### src/rtl/core_bus_pkg.sv
`default_nettype none
// ============================================================================
// Module   : core_bus_pkg
// Purpose  : Shared types, size encodings and byte-lane helper functions for
//            the core-side request/grant to Wishbone-classic bridge.
// Revision : 1.0 - initial release
// ============================================================================
package core_bus_pkg;

    typedef enum logic [1:0] {
        IDLE = 2'd0,
        BUS  = 2'd1,
        RESP = 2'd2
    } state_e;

    localparam logic [1:0] SIZE_BYTE = 2'b00;
    localparam logic [1:0] SIZE_HALF = 2'b01;
    localparam logic [1:0] SIZE_WORD = 2'b10;

    // Byte-lane enables for an access of the given size at byte offset alo.
    function automatic logic [3:0] sel_from_size(input logic [1:0] size,
                                                 input logic [1:0] alo);
        logic [3:0] sel;
        case (size)
            SIZE_BYTE: sel = 4'b0001 << alo;
            SIZE_HALF: sel = 4'b0011 << alo;
            SIZE_WORD: sel = 4'b1111;
            default:   sel = 4'b0000;
        endcase
        return sel;
    endfunction

    // Replicate right-aligned write data into every lane it may land on.
    function automatic logic [31:0] align_wdata(input logic [1:0]  size,
                                                input logic [31:0] wd);
        logic [31:0] d;
        case (size)
            SIZE_BYTE: d = {4{wd[7:0]}};
            SIZE_HALF: d = {2{wd[15:0]}};
            default:   d = wd;
        endcase
        return d;
    endfunction

    // Shift the addressed lanes down, mask to size, then sign/zero extend.
    function automatic logic [31:0] extract_rdata(input logic [1:0]  size,
                                                  input logic        usgn,
                                                  input logic [1:0]  alo,
                                                  input logic [31:0] dat);
        logic [31:0] sh;
        logic [31:0] r;
        sh = dat >> {alo, 3'b000};
        case (size)
            SIZE_BYTE: r = usgn ? {24'h0, sh[7:0]}  : {{24{sh[7]}}, sh[7:0]};
            SIZE_HALF: r = usgn ? {16'h0, sh[15:0]} : {{16{sh[15]}}, sh[15:0]};
            default:   r = dat;
        endcase
        return r;
    endfunction

    // Sub-word accesses must sit on their natural boundary; size 11 is reserved.
    function automatic logic is_misaligned(input logic [1:0] size,
                                           input logic [1:0] alo);
        logic bad;
        case (size)
            SIZE_BYTE: bad = 1'b0;
            SIZE_HALF: bad = alo[0];
            SIZE_WORD: bad = |alo;
            default:   bad = 1'b1;
        endcase
        return bad;
    endfunction

endpackage : core_bus_pkg
`default_nettype wire

### src/rtl/rr_arbiter.sv
`default_nettype none
// ============================================================================
// Module   : rr_arbiter
// Purpose  : N-way arbiter, round-robin or fixed (lowest index wins).
//            Combinational select, registered priority pointer.
// Revision : 1.0 - initial release
// ============================================================================
module rr_arbiter #(
    parameter int N     = 2,
    parameter bit FIXED = 1'b0,
    parameter int IDX_W = (N > 1) ? $clog2(N) : 1
) (
    input  logic             clk,
    input  logic             rst_n,
    input  logic [N-1:0]     i_req,
    input  logic             i_advance,
    output logic [N-1:0]     o_grant,
    output logic [IDX_W-1:0] o_idx,
    output logic             o_valid
);

    // Index of the highest-priority port; the last winner drops to lowest.
    logic [IDX_W-1:0] r_ptr;
    int               w_cand;

    // Scan ports starting at the pointer and pick the first requester.
    always_comb begin
        o_grant = '0;
        o_idx   = '0;
        o_valid = 1'b0;
        w_cand  = 0;
        for (int i = 0; i < N; i++) begin
            w_cand = (FIXED ? 0 : int'(r_ptr)) + i;
            if (w_cand >= N) begin
                w_cand = w_cand - N;
            end
            if (!o_valid && i_req[w_cand]) begin
                o_valid         = 1'b1;
                o_idx           = IDX_W'(w_cand);
                o_grant[w_cand] = 1'b1;
            end
        end
    end

    // Move the pointer just past the winner whenever a grant is taken.
    always_ff @(posedge clk or negedge rst_n) begin
        if (!rst_n) begin
            r_ptr <= '0;
        end else if (i_advance && o_valid) begin
            r_ptr <= (int'(o_idx) >= N - 1) ? '0 : o_idx + IDX_W'(1);
        end
    end

endmodule : rr_arbiter
`default_nettype wire

### src/rtl/core_bus_arbiter.sv
`default_nettype none
// ============================================================================
// Module   : core_bus_arbiter
// Purpose  : N-port request/grant to Wishbone-classic master bridge with
//            lane steering, read extension, misalign check and timeout.
// Revision : 1.0 - initial release
// ============================================================================
module core_bus_arbiter
    import core_bus_pkg::*;
#(
    parameter int NUM_PORTS      = 2,
    parameter int ADDR_WIDTH     = 32,
    parameter int DATA_WIDTH     = 32,
    parameter int TIMEOUT_CYCLES = 255,
    parameter int FIXED_PRIORITY = 0
) (
    input  logic                            clk_i,
    input  logic                            rstn_i,
    input  logic [NUM_PORTS-1:0]            req_i,
    input  logic [NUM_PORTS-1:0]            we_i,
    input  logic [2*NUM_PORTS-1:0]          size_i,
    input  logic [NUM_PORTS-1:0]            usgn_i,
    input  logic [ADDR_WIDTH*NUM_PORTS-1:0] addr_i,
    input  logic [32*NUM_PORTS-1:0]         wdata_i,
    output logic [NUM_PORTS-1:0]            gnt_o,
    output logic [NUM_PORTS-1:0]            err_o,
    output logic [31:0]                     rdata_o,
    output logic                            wb_cyc_o,
    output logic                            wb_stb_o,
    output logic                            wb_we_o,
    output logic [3:0]                      wb_sel_o,
    output logic [ADDR_WIDTH-1:0]           wb_adr_o,
    output logic [31:0]                     wb_dat_o,
    input  logic [31:0]                     wb_dat_i,
    input  logic                            wb_ack_i,
    input  logic                            wb_err_i
);

    localparam int c_IDX_W    = (NUM_PORTS > 1) ? $clog2(NUM_PORTS) : 1;
    localparam int c_CNT_W    = (TIMEOUT_CYCLES < 2) ? 1 : $clog2(TIMEOUT_CYCLES);
    localparam int c_TMO_LAST = (TIMEOUT_CYCLES > 0) ? TIMEOUT_CYCLES - 1 : 0;

    generate
        if (DATA_WIDTH != 32) begin : g_width_check
            $error("core_bus_arbiter: only DATA_WIDTH=32 is supported");
        end
    endgenerate

    state_e                  r_state, w_state_n;
    logic                    r_cyc, w_cyc_n;
    logic                    r_we, w_we_n;
    logic [3:0]              r_sel, w_sel_n;
    logic [ADDR_WIDTH-1:0]   r_adr, w_adr_n;
    logic [31:0]             r_dat, w_dat_n;
    logic [NUM_PORTS-1:0]    r_gnt, w_gnt_n;
    logic [NUM_PORTS-1:0]    r_err, w_err_n;
    logic [31:0]             r_rdata, w_rdata_n;
    logic [NUM_PORTS-1:0]    r_owner, w_owner_n;
    logic [1:0]              r_size, w_size_n;
    logic                    r_usgn, w_usgn_n;
    logic [1:0]              r_alo, w_alo_n;
    logic [c_CNT_W-1:0]      r_cnt, w_cnt_n;

    logic [NUM_PORTS-1:0]    w_arb_grant;
    logic [c_IDX_W-1:0]      w_arb_idx;
    logic                    w_arb_valid;
    logic                    w_advance;
    logic [1:0]              w_sel_size;
    logic                    w_sel_usgn;
    logic                    w_sel_we;
    logic [ADDR_WIDTH-1:0]   w_sel_addr;
    logic [31:0]             w_sel_wdata;
    logic                    w_tmo;

    // Arbitration only happens from IDLE, so the owner's held request
    // cannot re-issue while its response is on the outputs.
    assign w_advance = (r_state == IDLE);

    rr_arbiter #(
        .N     (NUM_PORTS),
        .FIXED (FIXED_PRIORITY != 0),
        .IDX_W (c_IDX_W)
    ) u_arb (
        .clk       (clk_i),
        .rst_n     (rstn_i),
        .i_req     (req_i),
        .i_advance (w_advance),
        .o_grant   (w_arb_grant),
        .o_idx     (w_arb_idx),
        .o_valid   (w_arb_valid)
    );

    assign w_sel_size  = size_i[2*int'(w_arb_idx) +: 2];
    assign w_sel_usgn  = usgn_i[w_arb_idx];
    assign w_sel_we    = we_i[w_arb_idx];
    assign w_sel_addr  = addr_i[ADDR_WIDTH*int'(w_arb_idx) +: ADDR_WIDTH];
    assign w_sel_wdata = wdata_i[32*int'(w_arb_idx) +: 32];

    assign w_tmo = (TIMEOUT_CYCLES != 0) && (r_cnt == c_TMO_LAST[c_CNT_W-1:0]);

    // Next state plus the next value of every registered output and latch.
    always_comb begin
        w_state_n = r_state;
        w_cyc_n   = r_cyc;
        w_we_n    = r_we;
        w_sel_n   = r_sel;
        w_adr_n   = r_adr;
        w_dat_n   = r_dat;
        w_gnt_n   = '0;
        w_err_n   = '0;
        w_rdata_n = r_rdata;
        w_owner_n = r_owner;
        w_size_n  = r_size;
        w_usgn_n  = r_usgn;
        w_alo_n   = r_alo;
        w_cnt_n   = r_cnt;
        case (r_state)
            IDLE: begin
                if (w_arb_valid) begin
                    w_owner_n = w_arb_grant;
                    w_size_n  = w_sel_size;
                    w_usgn_n  = w_sel_usgn;
                    w_alo_n   = w_sel_addr[1:0];
                    if (is_misaligned(w_sel_size, w_sel_addr[1:0])) begin
                        w_state_n = RESP;
                        w_err_n   = w_arb_grant;
                        w_rdata_n = '0;
                    end else begin
                        w_state_n = BUS;
                        w_cyc_n   = 1'b1;
                        w_we_n    = w_sel_we;
                        w_sel_n   = sel_from_size(w_sel_size, w_sel_addr[1:0]);
                        w_adr_n   = {w_sel_addr[ADDR_WIDTH-1:2], 2'b00};
                        w_dat_n   = align_wdata(w_sel_size, w_sel_wdata);
                        w_cnt_n   = '0;
                    end
                end
            end
            BUS: begin
                if (wb_err_i) begin
                    w_state_n = RESP;
                    w_cyc_n   = 1'b0;
                    w_err_n   = r_owner;
                    w_rdata_n = '0;
                    w_cnt_n   = '0;
                end else if (wb_ack_i) begin
                    w_state_n = RESP;
                    w_cyc_n   = 1'b0;
                    w_gnt_n   = r_owner;
                    w_rdata_n = extract_rdata(r_size, r_usgn, r_alo, wb_dat_i);
                    w_cnt_n   = '0;
                end else if (w_tmo) begin
                    w_state_n = RESP;
                    w_cyc_n   = 1'b0;
                    w_err_n   = r_owner;
                    w_rdata_n = '0;
                    w_cnt_n   = '0;
                end else begin
                    w_cnt_n   = r_cnt + c_CNT_W'(1);
                end
            end
            RESP: begin
                w_state_n = IDLE;
            end
            default: begin
                w_state_n = IDLE;
            end
        endcase
    end

    // FSM state register.
    always_ff @(posedge clk_i or negedge rstn_i) begin
        if (!rstn_i) begin
            r_state <= IDLE;
        end else begin
            r_state <= w_state_n;
        end
    end

    // Output, transaction-latch and timeout-counter registers.
    always_ff @(posedge clk_i or negedge rstn_i) begin
        if (!rstn_i) begin
            r_cyc   <= 1'b0;
            r_we    <= 1'b0;
            r_sel   <= '0;
            r_adr   <= '0;
            r_dat   <= '0;
            r_gnt   <= '0;
            r_err   <= '0;
            r_rdata <= '0;
            r_owner <= '0;
            r_size  <= '0;
            r_usgn  <= 1'b0;
            r_alo   <= '0;
            r_cnt   <= '0;
        end else begin
            r_cyc   <= w_cyc_n;
            r_we    <= w_we_n;
            r_sel   <= w_sel_n;
            r_adr   <= w_adr_n;
            r_dat   <= w_dat_n;
            r_gnt   <= w_gnt_n;
            r_err   <= w_err_n;
            r_rdata <= w_rdata_n;
            r_owner <= w_owner_n;
            r_size  <= w_size_n;
            r_usgn  <= w_usgn_n;
            r_alo   <= w_alo_n;
            r_cnt   <= w_cnt_n;
        end
    end

    assign wb_cyc_o = r_cyc;
    assign wb_stb_o = r_cyc;
    assign wb_we_o  = r_we;
    assign wb_sel_o = r_sel;
    assign wb_adr_o = r_adr;
    assign wb_dat_o = r_dat;
    assign gnt_o    = r_gnt;
    assign err_o    = r_err;
    assign rdata_o  = r_rdata;

endmodule : core_bus_arbiter
`default_nettype wire
### config.mk
export PLATFORM = sky130hd
export DESIGN_NAME = core_bus_arbiter
export DESIGN_NICKNAME = d
export VERILOG_FILES = /design/src/rtl/core_bus_pkg.sv /design/src/rtl/rr_arbiter.sv /design/src/rtl/core_bus_arbiter.sv
export SDC_FILE = /design/constraint.sdc
export NUM_CORES = 1
export LEC_CHECK = 0
export CAP_MARGIN = 20
export CELL_PAD_IN_SITES_DETAIL_PLACEMENT = 0
export CELL_PAD_IN_SITES_GLOBAL_PLACEMENT = 1
export CORE_ASPECT_RATIO = 0.7
export CORE_MARGIN = 5
export CORE_UTILIZATION = 31
export DETAILED_ROUTE_END_ITERATION = 6
export PLACE_DENSITY_LB_ADDON = 0.12
export RECOVER_POWER = 25
export SYNTH_ARGS = -nofsm -noshare
export SYNTH_HDL_FRONTEND = slang
export SYNTH_HIERARCHICAL = 1
export SYNTH_SLANG_ARGS = --single-unit
### constraint.sdc
create_clock -name clk_i -period 2.4 [get_ports clk_i]
set_input_delay 0.48 -clock clk_i [delete_from_list [all_inputs] [get_ports clk_i]]
set_output_delay 0.48 -clock clk_i [all_outputs]
set_load 0.01 [all_outputs]
# Word-level counts from Yosys, hierarchy flattened
# Cells that the tools add are included.
# W data, S select, Z words.
[word_totals] in_bits=174 mem_bits_ro=0 latch_bits=0 word_cells=125 output_inout_bits=107 n_memories=0 mem_bits_rw=0 reg_bits=122
[op_classes] n_reduce_logical=16 n_shift=6 muxes=64 mul=0 bitwise=2 order_cmp=8 addsub=5 n_eq_ne=9 div=0
[op_table] op="$mux W32" count=9
[op_table] op="$pmux W32 S2" count=3
[op_table] op="$shiftx A64 B7 Y32" count=2
[op_table] op="$ge A32 B1 Y1 const B" count=2
[op_table] op="$lt A32 B3 Y1 const B" count=2
[op_table] op="$mux W8" count=5
[op_table] op="$ge A32 B3 Y1 const B" count=1
[op_table] op="$shr A32 B5 Y16" count=1
[op_table] op="$sub A32 B3 Y32 const B" count=1
[op_table] op="$mux W2" count=15
[op_table] op="$mux W1" count=24
[op_table] op="$pmux W8 S2" count=1
[op_table] op="$pmux W4 S3" count=1
[op_table] op="$add A8 B1 Y8 const B" count=1
[op_table] op="$eq A8 B8 Y1 const B" count=1
[op_table] op="$pmux W2 S2" count=2
[op_table] op="$reduce_and A4 Y1" count=2
[op_table] op="$eq A2 B1 Y1 const B" count=3
[op_table] op="$logic_not A2 Y1" count=3
[op_table] op="$ne A2 B2 Y1 const B" count=3
[op_table] op="$reduce_and A3 Y1" count=2
[op_table] op="$logic_and A1 B1 Y1" count=4
[op_table] op="$ne A4 B4 Y1 const B" count=1
[op_table] op="$reduce_and A2 Y1" count=2
[op_table] op="other kinds (18)" count=19

# Longest topological paths before layout
[logic_depth] word_depth=17 ltp_mapped=10 depth_no_buf=7

# Hierarchy
# Netlist, hierarchy kept.
[by_module_without_submodules] module="core_bus_arbiter" seq_area_each_um2=3027.9 cells_each=645 instances=1 area_per_inst_um2=6267.3
[by_module_without_submodules] module="rr_arbiter" seq_area_each_um2=25.0 cells_each=8 instances=1 area_per_inst_um2=68.8

# Worst setup path after synthesis
# OpenSTA, ideal clock, no wires.
[synth_timing] path_kind="input to register" start="in req_i[1]" end="reg r_dat[5], in the netlist wb_dat_o[5]" path_buffers=3 arrival_ps=2101 setup_time_ps=125 path_slack_ps=174 cell_stages=8 required_time_ps=2275 cell_sequence="a21boi_0 buf_6 mux2_4 nor3_4 o21ai_2 buf_6 buf_6 mux2_4"
[synth_via] elab_chain_len=14 elab_cells_between_ends=25 cone_classes="2 x eq/ne; 3 x shift; 14 x mux; 1 x bitwise; 5 x reduce/logical"
[synth_lines] item="start: declaration" line="core_bus_arbiter.sv:19" source="input logic [NUM_PORTS-1:0] req_i,"
[synth_lines] item="$mux W1 (implied by the code) (3 in series)" line="rr_arbiter.sv:37" source="if (!o_valid && i_req[w_cand]) begin"
[synth_lines] item="$mux W1" line="rr_arbiter.sv:37"
[synth_lines] item="$logic_not A1 Y1" line="rr_arbiter.sv:37"
[synth_lines] item="$logic_and A1 B1 Y1" line="rr_arbiter.sv:37"
[synth_lines] item="$mux W1" line="rr_arbiter.sv:37"
[synth_lines] item="$shiftx A64 B7 Y32 or $shiftx A4 B3 Y2 (tied branches)" line="core_bus_arbiter.sv:96, core_bus_arbiter.sv:93"
[synth_lines] item="$reduce_or A2 Y1, or another cell as far along" line="core_bus_pkg.sv:68" source="SIZE_WORD: bad = |alo;"
[synth_lines] item="$pmux W1 S3" line="core_bus_pkg.sv:65" source="case (size)"
[synth_lines] item="$mux W1" line="core_bus_arbiter.sv:119" source="if (w_arb_valid) begin"
[synth_lines] item="$mux W1" line="core_bus_arbiter.sv:117" source="case (r_state)"
[synth_lines] item="$not A1 Y1 (no line)"
[synth_lines] item="$reduce_and A3 Y1 (no line)"
[synth_lines] item="end signal: assignment" line="core_bus_arbiter.sv:201" source="r_dat <= w_dat_n;"
[synth_lines] item="end: declaration" line="core_bus_arbiter.sv:54" source="logic [31:0] r_dat, w_dat_n;"
# Parallel ways exist; a longest one is shown, timed or not. The select of a mux whose other input is x is not followed.
# A chain may end at the register's enable or synchronous reset.

# Worst setup path after layout
[layout_timing] start="in req_i[1]" end="reg r_dat[6], in the netlist wb_dat_o[6]"
[layout_via] elab_chain_len=14 elab_cells_between_ends=25 cone_classes="2 x eq/ne; 3 x shift; 14 x mux; 1 x bitwise; 5 x reduce/logical"
[layout_lines] item="$mux W1 (implied by the code) (3 in series)" line="rr_arbiter.sv:37"
[layout_lines] item="$mux W1" line="rr_arbiter.sv:37"
[layout_lines] item="$logic_not A1 Y1" line="rr_arbiter.sv:37"
[layout_lines] item="$logic_and A1 B1 Y1" line="rr_arbiter.sv:37"
[layout_lines] item="$mux W1 (*)" line="rr_arbiter.sv:37"
[layout_lines] item="net w_arb_idx" line="core_bus_arbiter.sv:65" source="logic [c_IDX_W-1:0] w_arb_idx;"
[layout_lines] item="$shiftx A64 B7 Y32 or $shiftx A4 B3 Y2 (tied branches)" line="core_bus_arbiter.sv:96, core_bus_arbiter.sv:93"
[layout_lines] item="$reduce_or A2 Y1, or another cell as far along" line="core_bus_pkg.sv:68"
[layout_lines] item="$pmux W1 S3" line="core_bus_pkg.sv:65"
[layout_lines] item="$mux W1" line="core_bus_arbiter.sv:119"
[layout_lines] item="$mux W1" line="core_bus_arbiter.sv:117"
[layout_lines] item="$not A1 Y1 (no line)"
[layout_lines] item="$reduce_and A3 Y1 (no line)"
# Mark *: on every way through the listed nets, which the timed path passes. The rest lies on a longest branch. The select of a mux whose other input is x is not followed.

==> flow_metrics.py <==
metrics = {
    "sta": {
        "setup_viol": 0,
        "max_slew.worst_pin.slew_ns": 1.68,
        "grt_setup_unrepaired": "no",
        "period_needed_ns": 2.32,
        "max_freq_mhz": 430,
        "slew_viol_final": 63,
        "maxSlewHeadroom_pct": -11.8,
        "timing_hold_violations_final": 0,
        "clock_skew_ns": 0.0146,
        "period_share_pct": 96.8,
    },
    "power": {
        "switching_share_pct": 34.6,
        "p_switching_uw": 3780,
        "pwr-share-seq_pct": 30.5,
        "combPwrFrac_pct": 45.0,
        "power_density_mw_per_mm2": 1040,
        "internal-power_uw": 7140,
        "worst_ir_drop_vdd_mv": 0.561,
        "pwr-share-clk_pct": 24.5,
        "p_leak_uw": 0.00453,
    },
    "die": {
        "die_area_mm2": 0.0234,
        "row_count": 43,
        "die_y_um": 130,
        "start_util_pct": 31.7,
        "die_w_um": 181,
        "io_pins": 281,
        "core_mm2": 0.0200,
    },
    "clock_network": {
        "cts_buffer_depth": 2,
        "cts_root_buffer": "clkbuf_16",
        "clock-sinks": 122,
        "clk_pin_slew_ns": 0.06,
        "htree_num_levels": 4,
        "cts_made_buffers": 17,
        "cts_tree": "built",
        "clock_latency_ns": 0.41,
    },
    "logic_synthesis": {
        "ys_top_cells_by_count": "dfrtp_1 (122), o21ai_0 (102), nand2_1 (91)",
        "synth_compound_area_share_pct": 21.4,
        "syn_area_per_cell_um2": 9.70,
        "yosysTopAreaCell": "dfrtp_1",
        "yosys_register_bits": 122,
        "synth_xor_area_share_pct": 0.276,
        "synth_ff_type": "dfrtp_1",
        "synthMuxAreaShare_pct": 13.2,
        "ys_types": 51,
        "synthAdderAreaFrac_pct": 0.395,
        "ys_seq_area_share_pct": 48.2,
        "yosys_warnings": 6,
        "async_flop_share_pct": 100,
        "synthSimpleGateAreaFrac_pct": 12.1,
        "synthDominantCellAreaShare_pct": 48.2,
        "synth_top_family_by_area": "compound AO/OA/AOI/OAI gates",
        "synth_edf_count": 0,
        "synth_area_mm2": 0.00634,
        "ys_top_cells_by_area": "dfrtp_1 (48%), mux2i_1 (8.7%), o21ai_0 (8.1%)",
        "synthMostInstantiatedCell": "dfrtp_1",
        "synth_cells": 653,
    },
    "grt": {
        "track_usage_pct": 19.3,
        "antenna_found_initial": 0,
        "grt_pass1_vias": 6283,
        "grt_pass1_wl_um": 35800,
        "grt_start_max_net_pins": 65,
        "grt_overflow": 0,
    },
    "setup_path": {
        "cp-end-kind": "flop",
        "r2r_slack_ns": 0.16,
        "ff2ff_path_depth": 7,
        "crit_type": "in -> reg",
        "cp.arrival_ns": 2.62,
        "cp_cell_sequence": "clkdlybuf4s50_1 -> a21boi_4 -> mux2_4 -> nor3_4 -> o21ai_4 -> buf_12 -> mux2_4",
        "path_max_fanout": 10,
        "max_stage_delay_ns": 0.48,
        "cp-start-kind": "input port",
        "critPathSlowestCell": "clkdlybuf4s50_1",
        "worstPathRequired_ns": 2.70,
        "worst_path_most_repeated_cell": "mux2_4",
        "reg2reg_to": "wb_dat_o[6]",
    },
    "detailed_routing": {
        "vias_per_cell": 4.93,
        "wirelength_um": 23000,
        "vias": 6170,
        "drt_iter0_markers": 397,
        "firstDrtPassIters": 4,
        "wire_per_inst_um": 18.4,
        "ant_nets": 0,
        "drcViolationCount": 0,
    },
    "finish": {
        "final_cells": 1252,
        "nets": 1147,
        "antennaDiodeCount": 0,
        "final_area_mm2": 0.0105,
        "area_delta_synth_final_pct": 65.4,
        "drive_gt1_share_pct": 12.9,
    },
    "place": {
        "placed_area_mm2": 0.00980,
        "dpl.cell_count": 1218,
        "dp_hpwl_um": 18200,
        "io_buffers": 278,
        "place.gp.congestion": 0.879,
    },
    "run_status": {
        "violations": "max-capacitance violations, max-slew violations",
        "status": "complete, but fails checks",
    },
    "job": {
        "drv_cap": 1,
    },
    "worst_hold_path": {
        "hold_class": "in -> async",
    },
}
-- per-layer routing --
metal	routed length [um]	global-route usage, %	vias up
met4	211	4.67	0
met2	10300	29.5	243
met1	10600	26.7	2929
met5	0	0	-
li1	-	-	2986
met3	1860	6.40	12
-- critical path, delay by kind of cell --
family,cells,cell delay [ns]
buffers and inverters,2,0.66
and+or+nand+nor,1,0.30
muxes,2,0.66
AOI/OAI and AO/OA,2,0.50
-- placed cells by master, fill, tap and decap left out, types with 6 or more instances in the layout --
cell type,count
a21oi_1,34
a221o_1,16
a221oi_1,7
a22o_1,14
buf_12,7
buf_4,58
clkbuf_16,17
clkdlybuf4s50_1,276
dfrtp_1,122
inv_1,8
mux2_2,18
mux2i_1,54
nand2_1,91
nand2b_1,10
nand3_1,6
nor2_1,48
o21ai_0,101
o2bb2ai_1,8
-- metrics by stage --
stage / util, % / TNS, ns / hold WS [ns] / worst slack (ns) / power [uW]
after floorplan: - / 0 / 0.184 / 0.174 / 5560
after global placement: 49.1 / -29.23 / 0.464 / -0.395 / 8140
after detailed placement: 49.1 / -37.89 / 0.466 / -0.514 / 8230
after CTS: 52.2 / 0 / 0.0686 / 0.0386 / 11000
after global routing: 52.5 / 0 / 0.502 / 0.00551 / 11600
final: 52.5 / 0 / 0.477 / 0.0759 / 10900
-- timing repair --
action                     CTS  global route
buffers inserted             0             4
gates resized for setup      1             6
setup endpoints to repair    5            44
hold buffers                 0             0
pin swaps                    0             2
gates cloned                 0             0
-- flip-flops by register name, summed over array words and instances, names as in the netlist, 2 cells and up, named ones only --
register / cells
r_cnt: 8
wb_sel_o: 4
r_size: 2
r_alo: 2
gnt_o: 2
rdata_o: 32
r_owner: 2
wb_dat_o: 32
wb_adr_o: 30
r_state: 2
err_o: 2
-- kinds of logic (layout without fill, tap and decap cells) --
family | after synthesis | count (layout)
AOI/OAI and AO/OA | 215 | 215
and+or+nand+nor | 178 | 178
DFF | 122 | 122
muxes | 78 | 78
buffers and inverters | 55 | 383
adders and majority gates | 2 | 2
xor gates and xnor gates | 2 | 2
other | 1 | 2
-- power groups by stage --
stage	logic (uW)	registers [uW]	clock network [uW]
2_1_floorplan	2030	3530	0
3_3_place_gp	4820	3330	0
3_5_place_dp	4870	3350	0
4_1_cts	4900	3330	2750
5_1_grt	5360	3440	2830
6_report	4910	3330	2680
-- cell type report --
cell class	count	area, um2
clock buffer	22	464
clock inverter	8	144
tap	270	338
fill	1807	9480
multi-input combinational	477	3060
sequential	122	3050
timing repair buffer	345	3390
inverter	8	30.0
-- how the worst max path moves through the flow --
stage                     startpoint           end  depth (start not counted)
after CTS                   req_i[0]  wb_adr_o[12]                          7
after floorplan             req_i[1]   wb_dat_o[5]                          8
after detailed placement    req_i[0]      r_cnt[2]                          8
after global routing        r_alo[0]   rdata_o[11]                          5
final                       req_i[1]   wb_dat_o[6]                          7
after global placement      req_i[0]      r_cnt[7]                          8
Power figures use the tool's default switching activity.
